<file path="src/rtl/inv_sub_bytes_seq_if.sv">
// rtl/inv_sub_bytes_seq_if.sv - block handshake and shared S-box lane signals for inv_sub_bytes_seq
interface inv_sub_bytes_seq_if #(
   parameter int NBYTES = 16
);
   logic                  in_valid;
   logic                  in_ready;
   logic [8*NBYTES-1:0]   in_state;
   logic [7:0]            sb_byte_out;
   logic                  sb_issue;
   logic [7:0]            sb_byte_in;
   logic                  out_valid;
   logic                  out_ready;
   logic [8*NBYTES-1:0]   out_state;
   logic                  busy;

   modport master (
      output in_valid, in_state, sb_byte_in, out_ready,
      input  in_ready, sb_byte_out, sb_issue, out_valid, out_state, busy
   );

   modport slave (
      input  in_valid, in_state, sb_byte_in, out_ready,
      output in_ready, sb_byte_out, sb_issue, out_valid, out_state, busy
   );
endinterface

</file>
<file path="src/rtl/inv_sub_bytes_seq.sv">
// rtl/inv_sub_bytes_seq.sv - byte-serial scheduler feeding one shared inverse S-box lane
module inv_sub_bytes_seq #(
   parameter int NBYTES   = 16,
   parameter int SBOX_LAT = 1
) (
   input logic                clk,
   input logic                rst_n,
   inv_sub_bytes_seq_if.slave bus
);
   localparam int IW = $clog2(NBYTES);
   localparam int DW = $clog2(SBOX_LAT + 2);
   localparam logic [IW-1:0] LAST_IDX  = IW'(NBYTES - 1);
   localparam logic [DW-1:0] DRAIN_END = DW'(SBOX_LAT - 1);

   typedef enum logic [1:0] {IDLE, ISSUE, DRAIN, DONE} state_t;

   state_t          state, state_nxt;
   logic [7:0]      in_b  [NBYTES];
   logic [7:0]      res_b [NBYTES];
   logic [IW-1:0]   issue_idx;
   logic [DW-1:0]   drain_cnt;
   logic            pipe_vld [SBOX_LAT];
   logic [IW-1:0]   pipe_idx [SBOX_LAT];
   logic            rdy_en;
   logic            accept;
   logic            in_ready_c;
   logic            sb_issue_c;
   logic            out_valid_c;

   always_comb begin
      state_nxt   = state;
      in_ready_c  = 1'b0;
      sb_issue_c  = 1'b0;
      out_valid_c = 1'b0;
      case (state)
         IDLE: begin
            in_ready_c = rdy_en;
            if (bus.in_valid && rdy_en) state_nxt = ISSUE;
         end
         ISSUE: begin
            sb_issue_c = 1'b1;
            if (issue_idx == LAST_IDX) state_nxt = DRAIN;
         end
         DRAIN: begin
            if (drain_cnt == DRAIN_END) state_nxt = DONE;
         end
         DONE: begin
            out_valid_c = 1'b1;
            if (bus.out_ready) state_nxt = IDLE;
         end
         default: state_nxt = IDLE;
      endcase
   end

   assign accept = bus.in_valid && in_ready_c;

   // rdy_en holds in_ready low until the first edge after reset release.
   always_ff @(posedge clk or negedge rst_n) begin
      if (!rst_n) begin
         state     <= IDLE;
         rdy_en    <= 1'b0;
         issue_idx <= '0;
         drain_cnt <= '0;
         for (int i = 0; i < NBYTES; i++) in_b[i] <= 8'h00;
      end else begin
         state  <= state_nxt;
         rdy_en <= 1'b1;
         if (accept) begin
            for (int i = 0; i < NBYTES; i++) in_b[i] <= bus.in_state[8*(NBYTES-i)-1 -: 8];
            issue_idx <= '0;
         end else if (state == ISSUE && issue_idx != LAST_IDX) begin
            issue_idx <= issue_idx + IW'(1);
         end
         if (state == DRAIN) drain_cnt <= drain_cnt + DW'(1);
         else                drain_cnt <= '0;
      end
   end

   // The live issue is stage 0 of the capture pipe; these registers are stages 1..SBOX_LAT,
   // so the tail lines up with the cycle the S-box result is on sb_byte_in.
   always_ff @(posedge clk or negedge rst_n) begin
      if (!rst_n) begin
         for (int j = 0; j < SBOX_LAT; j++) begin
            pipe_vld[j] <= 1'b0;
            pipe_idx[j] <= '0;
         end
         for (int i = 0; i < NBYTES; i++) res_b[i] <= 8'h00;
      end else begin
         pipe_vld[0] <= sb_issue_c;
         pipe_idx[0] <= issue_idx;
         for (int j = 1; j < SBOX_LAT; j++) begin
            pipe_vld[j] <= pipe_vld[j-1];
            pipe_idx[j] <= pipe_idx[j-1];
         end
         if (pipe_vld[SBOX_LAT-1]) res_b[pipe_idx[SBOX_LAT-1]] <= bus.sb_byte_in;
      end
   end

   always_comb begin
      bus.out_state = '0;
      for (int i = 0; i < NBYTES; i++) bus.out_state[8*(NBYTES-i)-1 -: 8] = res_b[i];
   end

   assign bus.in_ready    = in_ready_c;
   assign bus.sb_issue    = sb_issue_c;
   assign bus.sb_byte_out = sb_issue_c ? in_b[issue_idx] : 8'h00;
   assign bus.out_valid   = out_valid_c;
   assign bus.busy        = (state != IDLE);
endmodule

</file>
<file path="src/flat_wrapper.sv">
// flat-port wrapper written by rule: the top's interface ports become plain ports
module inv_sub_bytes_seq_flat 
#(
   parameter int NBYTES   = 16,
   parameter int SBOX_LAT = 1
)
  (clk, rst_n, bus_in_valid, bus_in_state, bus_sb_byte_in, bus_out_ready, bus_in_ready, bus_sb_byte_out, bus_sb_issue, bus_out_valid, bus_out_state, bus_busy);
  inv_sub_bytes_seq_if #(.NBYTES(NBYTES)) bus_i ();
  input logic clk;
  input logic rst_n;
  input wire logic [$bits(bus_i.in_valid)-1:0] bus_in_valid;
  input wire logic [$bits(bus_i.in_state)-1:0] bus_in_state;
  input wire logic [$bits(bus_i.sb_byte_in)-1:0] bus_sb_byte_in;
  input wire logic [$bits(bus_i.out_ready)-1:0] bus_out_ready;
  output wire logic [$bits(bus_i.in_ready)-1:0] bus_in_ready;
  output wire logic [$bits(bus_i.sb_byte_out)-1:0] bus_sb_byte_out;
  output wire logic [$bits(bus_i.sb_issue)-1:0] bus_sb_issue;
  output wire logic [$bits(bus_i.out_valid)-1:0] bus_out_valid;
  output wire logic [$bits(bus_i.out_state)-1:0] bus_out_state;
  output wire logic [$bits(bus_i.busy)-1:0] bus_busy;
  assign bus_i.in_valid = bus_in_valid;
  assign bus_i.in_state = bus_in_state;
  assign bus_i.sb_byte_in = bus_sb_byte_in;
  assign bus_i.out_ready = bus_out_ready;
  assign bus_in_ready = bus_i.in_ready;
  assign bus_sb_byte_out = bus_i.sb_byte_out;
  assign bus_sb_issue = bus_i.sb_issue;
  assign bus_out_valid = bus_i.out_valid;
  assign bus_out_state = bus_i.out_state;
  assign bus_busy = bus_i.busy;
  inv_sub_bytes_seq #(.NBYTES(NBYTES), .SBOX_LAT(SBOX_LAT)) u_core (.clk(clk), .rst_n(rst_n), .bus(bus_i));
endmodule
</file>
<file path="config.mk">
export PLATFORM = sky130hd
export DESIGN_NAME = inv_sub_bytes_seq_flat
export DESIGN_NICKNAME = d
export VERILOG_FILES = /design/src/rtl/inv_sub_bytes_seq_if.sv /design/src/rtl/inv_sub_bytes_seq.sv /design/src/flat_wrapper.sv
export SDC_FILE = /design/constraint.sdc
export NUM_CORES = 1
export LEC_CHECK = 0
export ABC_AREA = 1
export BUFFER_PORTS_ARGS = -buffer_cell sky130_fd_sc_hd__buf_2
export CAP_MARGIN = 20
export CORE_MARGIN = 10
export CORE_UTILIZATION = 43
export DETAILED_ROUTE_END_ITERATION = 12
export PLACE_DENSITY = 0.67
export SLEW_MARGIN = 20
export SYNTH_ARGS = -nofsm -noshare
export SYNTH_HDL_FRONTEND = slang
export SYNTH_SLANG_ARGS = --single-unit
</file>
<file path="constraint.sdc">
create_clock -name clk -period 1.6 [get_ports clk]
set_input_delay 0.16 -clock clk [delete_from_list [all_inputs] [get_ports clk]]
set_output_delay 0.16 -clock clk [all_outputs]
set_load 0.1 [all_outputs]
</file>
==> summary.md <==
| Metric | Value |
|---|---|
| Core area | 26200 um2 |
| Vias/cell | 5.38 |
| Worst Tran Pin Value | 682 ps |
| Final slew viol count | 0 |
| Final Hold Viols | 0 |
| Pre-antenna DRT Iters | 6 |
| Cts bufs inserted | 29 |
| Nets@finish | 2020 |
| CTS tree | yes |
| Net count after synthesis | 1522 |
| Max Freq | 416 MHz |
| Vias in the first global route | 11200 |
| Starting Density | 0.438 |
| Min Tclk post-route | 2410 ps |
| Synth Register Bits | 270 |
| Req. time, crit path | 1440 ps |
| HP Class | in -> reg |
| Remaining DRCs | 0 |
| Arrival time worst endpoint | 2250 ps |
| Post-synth cell types | 24 |
| Fin area | 18200 um2 |
| Largest net degree at the start of global routing | 53 |
| R2R Path Start | u_core.issue_idx[0] |
| Placed instance area | 13900 um2 |
| Layout cells sized above 1 | 0.334 |
| Remaining Overflow, GRT | 0 |
| Hold_sp | bus_in_valid |
| Row count | 59 |
| Final setup vio count | 146 |
| Sequential area share after synthesis | 0.588 |
| Sink Count | 270 |
| Vias | 12000 |
| Slew margin rel. | 0.545 |
| RSZ-0062 raised after global routing | yes |
| Syn. warnings | 0 |
| Final WS setup | -806 ps |
| Syn_area_per_cell | 8.35 um2 |
| Clock Skew | 24.3 ps |
| Worst Setup SP | u_core.issue_idx[0] |
| Die area | 33700 um2 |
| Clock Tree Buf Depth | 3 |
| Routed Antenna Nets | 0 |
| Crit. End Element | output pin |
| Crit Path Max Fanout | 19 |
| IO Port Bufs | 279 |
| GP Congestion | 0.852 |
| First-pass GRT wire length | 61.1 mm |
| Final std cells w/o fill | 2229 |
| Status | finished, violations left |
| # IOs | 280 |
| Crit Path Category | reg -> out |
| Cells after Synth | 1375 |
| Width of the die | 183 um |
| Total track usage | 0.225 |
| Synth Cell Area | 11500 um2 |
| Area growth from synthesis to layout | 58.7% |
| Chip Height | 183 um |
| Overall routed net length | 45.4 mm |
| Placed Cells | 1978 |
| H-tree lvl count | 1 |
| Kind of start point of the critical path | register |
| Final period utilization | 1.50 |
| Dpl hpwl | 25.3 mm |
| CTS clock-pin slew for the worst setup and hold paths | 60 ps |
| Clk Latency, worst-skew pair | 550 ps |
| MaxCap Viol Count | 0 |
| Initial antenna violation count | 4 |
| Root buffer cell | clkbuf_16 |
| Failing checks | setup timing |
| WL per Instance | 20.4 um |
| Initial drt markers | 1453 |
==> layer usage <==
| metal | track usage | share of wire | vias up |
|---|---|---|---|
| li1 | - | - | 5311 |
| met1 | 0.280 | 0.37 | 5662 |
| met2 | 0.370 | 0.46 | 811 |
| met3 | 0.0638 | 0.11 | 210 |
| met4 | 0.0754 | 0.053 | 2 |
| met5 | 0 | 0.00040 | - |
==> Yosys cell counts (all sizes together) <==
| cell | instances | area share |
|---|---|---|
| inv | 143 | 0.047 |
| buf | 39 | 0.019 |
| nor3 | 3 | 0.0033 |
| nand3 | 69 | 0.030 |
| conb | 1 | 0.00033 |
| a31oi | 2 | 0.0011 |
| nor2 | 78 | 0.027 |
| o21ai | 219 | 0.095 |
| ha | 7 | 0.0076 |
| a21oi | 25 | 0.011 |
| nand4 | 1 | 0.00054 |
| clkinv | 3 | 0.00098 |
| clkbuf | 34 | 0.011 |
| dfrtp | 270 | 0.59 |
| a211oi | 1 | 0.00065 |
| o22ai | 1 | 0.00054 |
| nand2 | 479 | 0.16 |
==> through the flow <==
step	setup WS (ps)	TNS (ps)	util	hold slack [ps]
after global routing	-906	-31650	0.696	101
after CTS	-648	-16700	0.641	15.4
final	-806	-26640	0.696	101
after floorplan	-402	-3580	-	-136
after global placement	-157	-1070	0.531	90.7
after detailed placement	-162	-1160	0.531	92.1
==> state kept, by name, summed over array words and instances (netlist names) <==
signal and count:
u_core.in_b 128, u_core.bus.out_state 128, u_core.rdy_en 1, u_core.issue_idx 4
u_core.state 2, u_core.pipe_vld 1, u_core.drain_cnt 2, u_core.pipe_idx 4
==> final cells by class <==
cell class / instances / area, um2
Clock buffer: 40 / 787
Antenna cell: 4 / 10.0
Inverter: 146 / 577
Tap cell: 335 / 419
Sequential cell: 270 / 6760
Clock inverter: 8 / 118
Timing Repair Buffer: 540 / 4940
Multi-Input combinational cell: 886 / 4620
Fill cell: 1740 / 7970
==> path summary, 6_finish.rpt <==
kind,cells past startpoint,end,slack (ps)
max in group asynchronous,3,u_core.issue_idx[0],830
min in group asynchronous,2,u_core.in_b[15],120
setup / recovery,10,bus_sb_byte_out[5],-810
hold reg to reg,1,u_core.drain_cnt[0],430
hold / removal,5,u_core.state[1],100
setup reg to reg,11,u_core.issue_idx[2],-410
==> placed cells by master (no fill, tap or decap), drive strengths merged <==
master         n
diode          4
nand3         69
dlygate4sd3  129
a211oi         1
nor2          78
nand2        479
inv          143
clkinvlp       2
a31oi          2
bufinv         3
o22ai          1
dfrtp        270
ha             7
clkbuf        66
conb           1
nor3           3
a21oi         25
o21ai        219
nand4          1
clkinv         6
buf          385
==> critical path: stages (launching register included) <==
cell	delay, ps
dfrtp_2	450
buf_12	170
buf_12	150
nand2_1	70
nand3_1	100
nand2_1	110
nand2_1	80
nand2_1	100
inv_1	70
a21oi_4	180
buf_12	190
==> repair_timing <==
item,4_1_cts,5_1_grt
setup endpoints to repair,37,160
gates resized for setup,152,186
pin swaps,13,40
hold endpoints to repair,398,0
buffers inserted,11,28
hold buffers,129,0
gates cloned,7,34
==> kinds of logic (layout without fill, tap and decap cells) <==
| logic type | Yosys count | after routing | synth area share |
|---|---|---|---|
| flops | 270 | 270 | 0.588 |
| simple gates | 630 | 630 | 0.217 |
| other cells | 1 | 5 | 0.000326 |
| buf+inv | 219 | 734 | 0.0779 |
| fa+ha+maj | 7 | 7 | 0.00762 |
| compound gates | 248 | 248 | 0.109 |
Power is not shown: default switching activity piles up to over one toggle a cycle in this logic, so the estimate is an artifact.
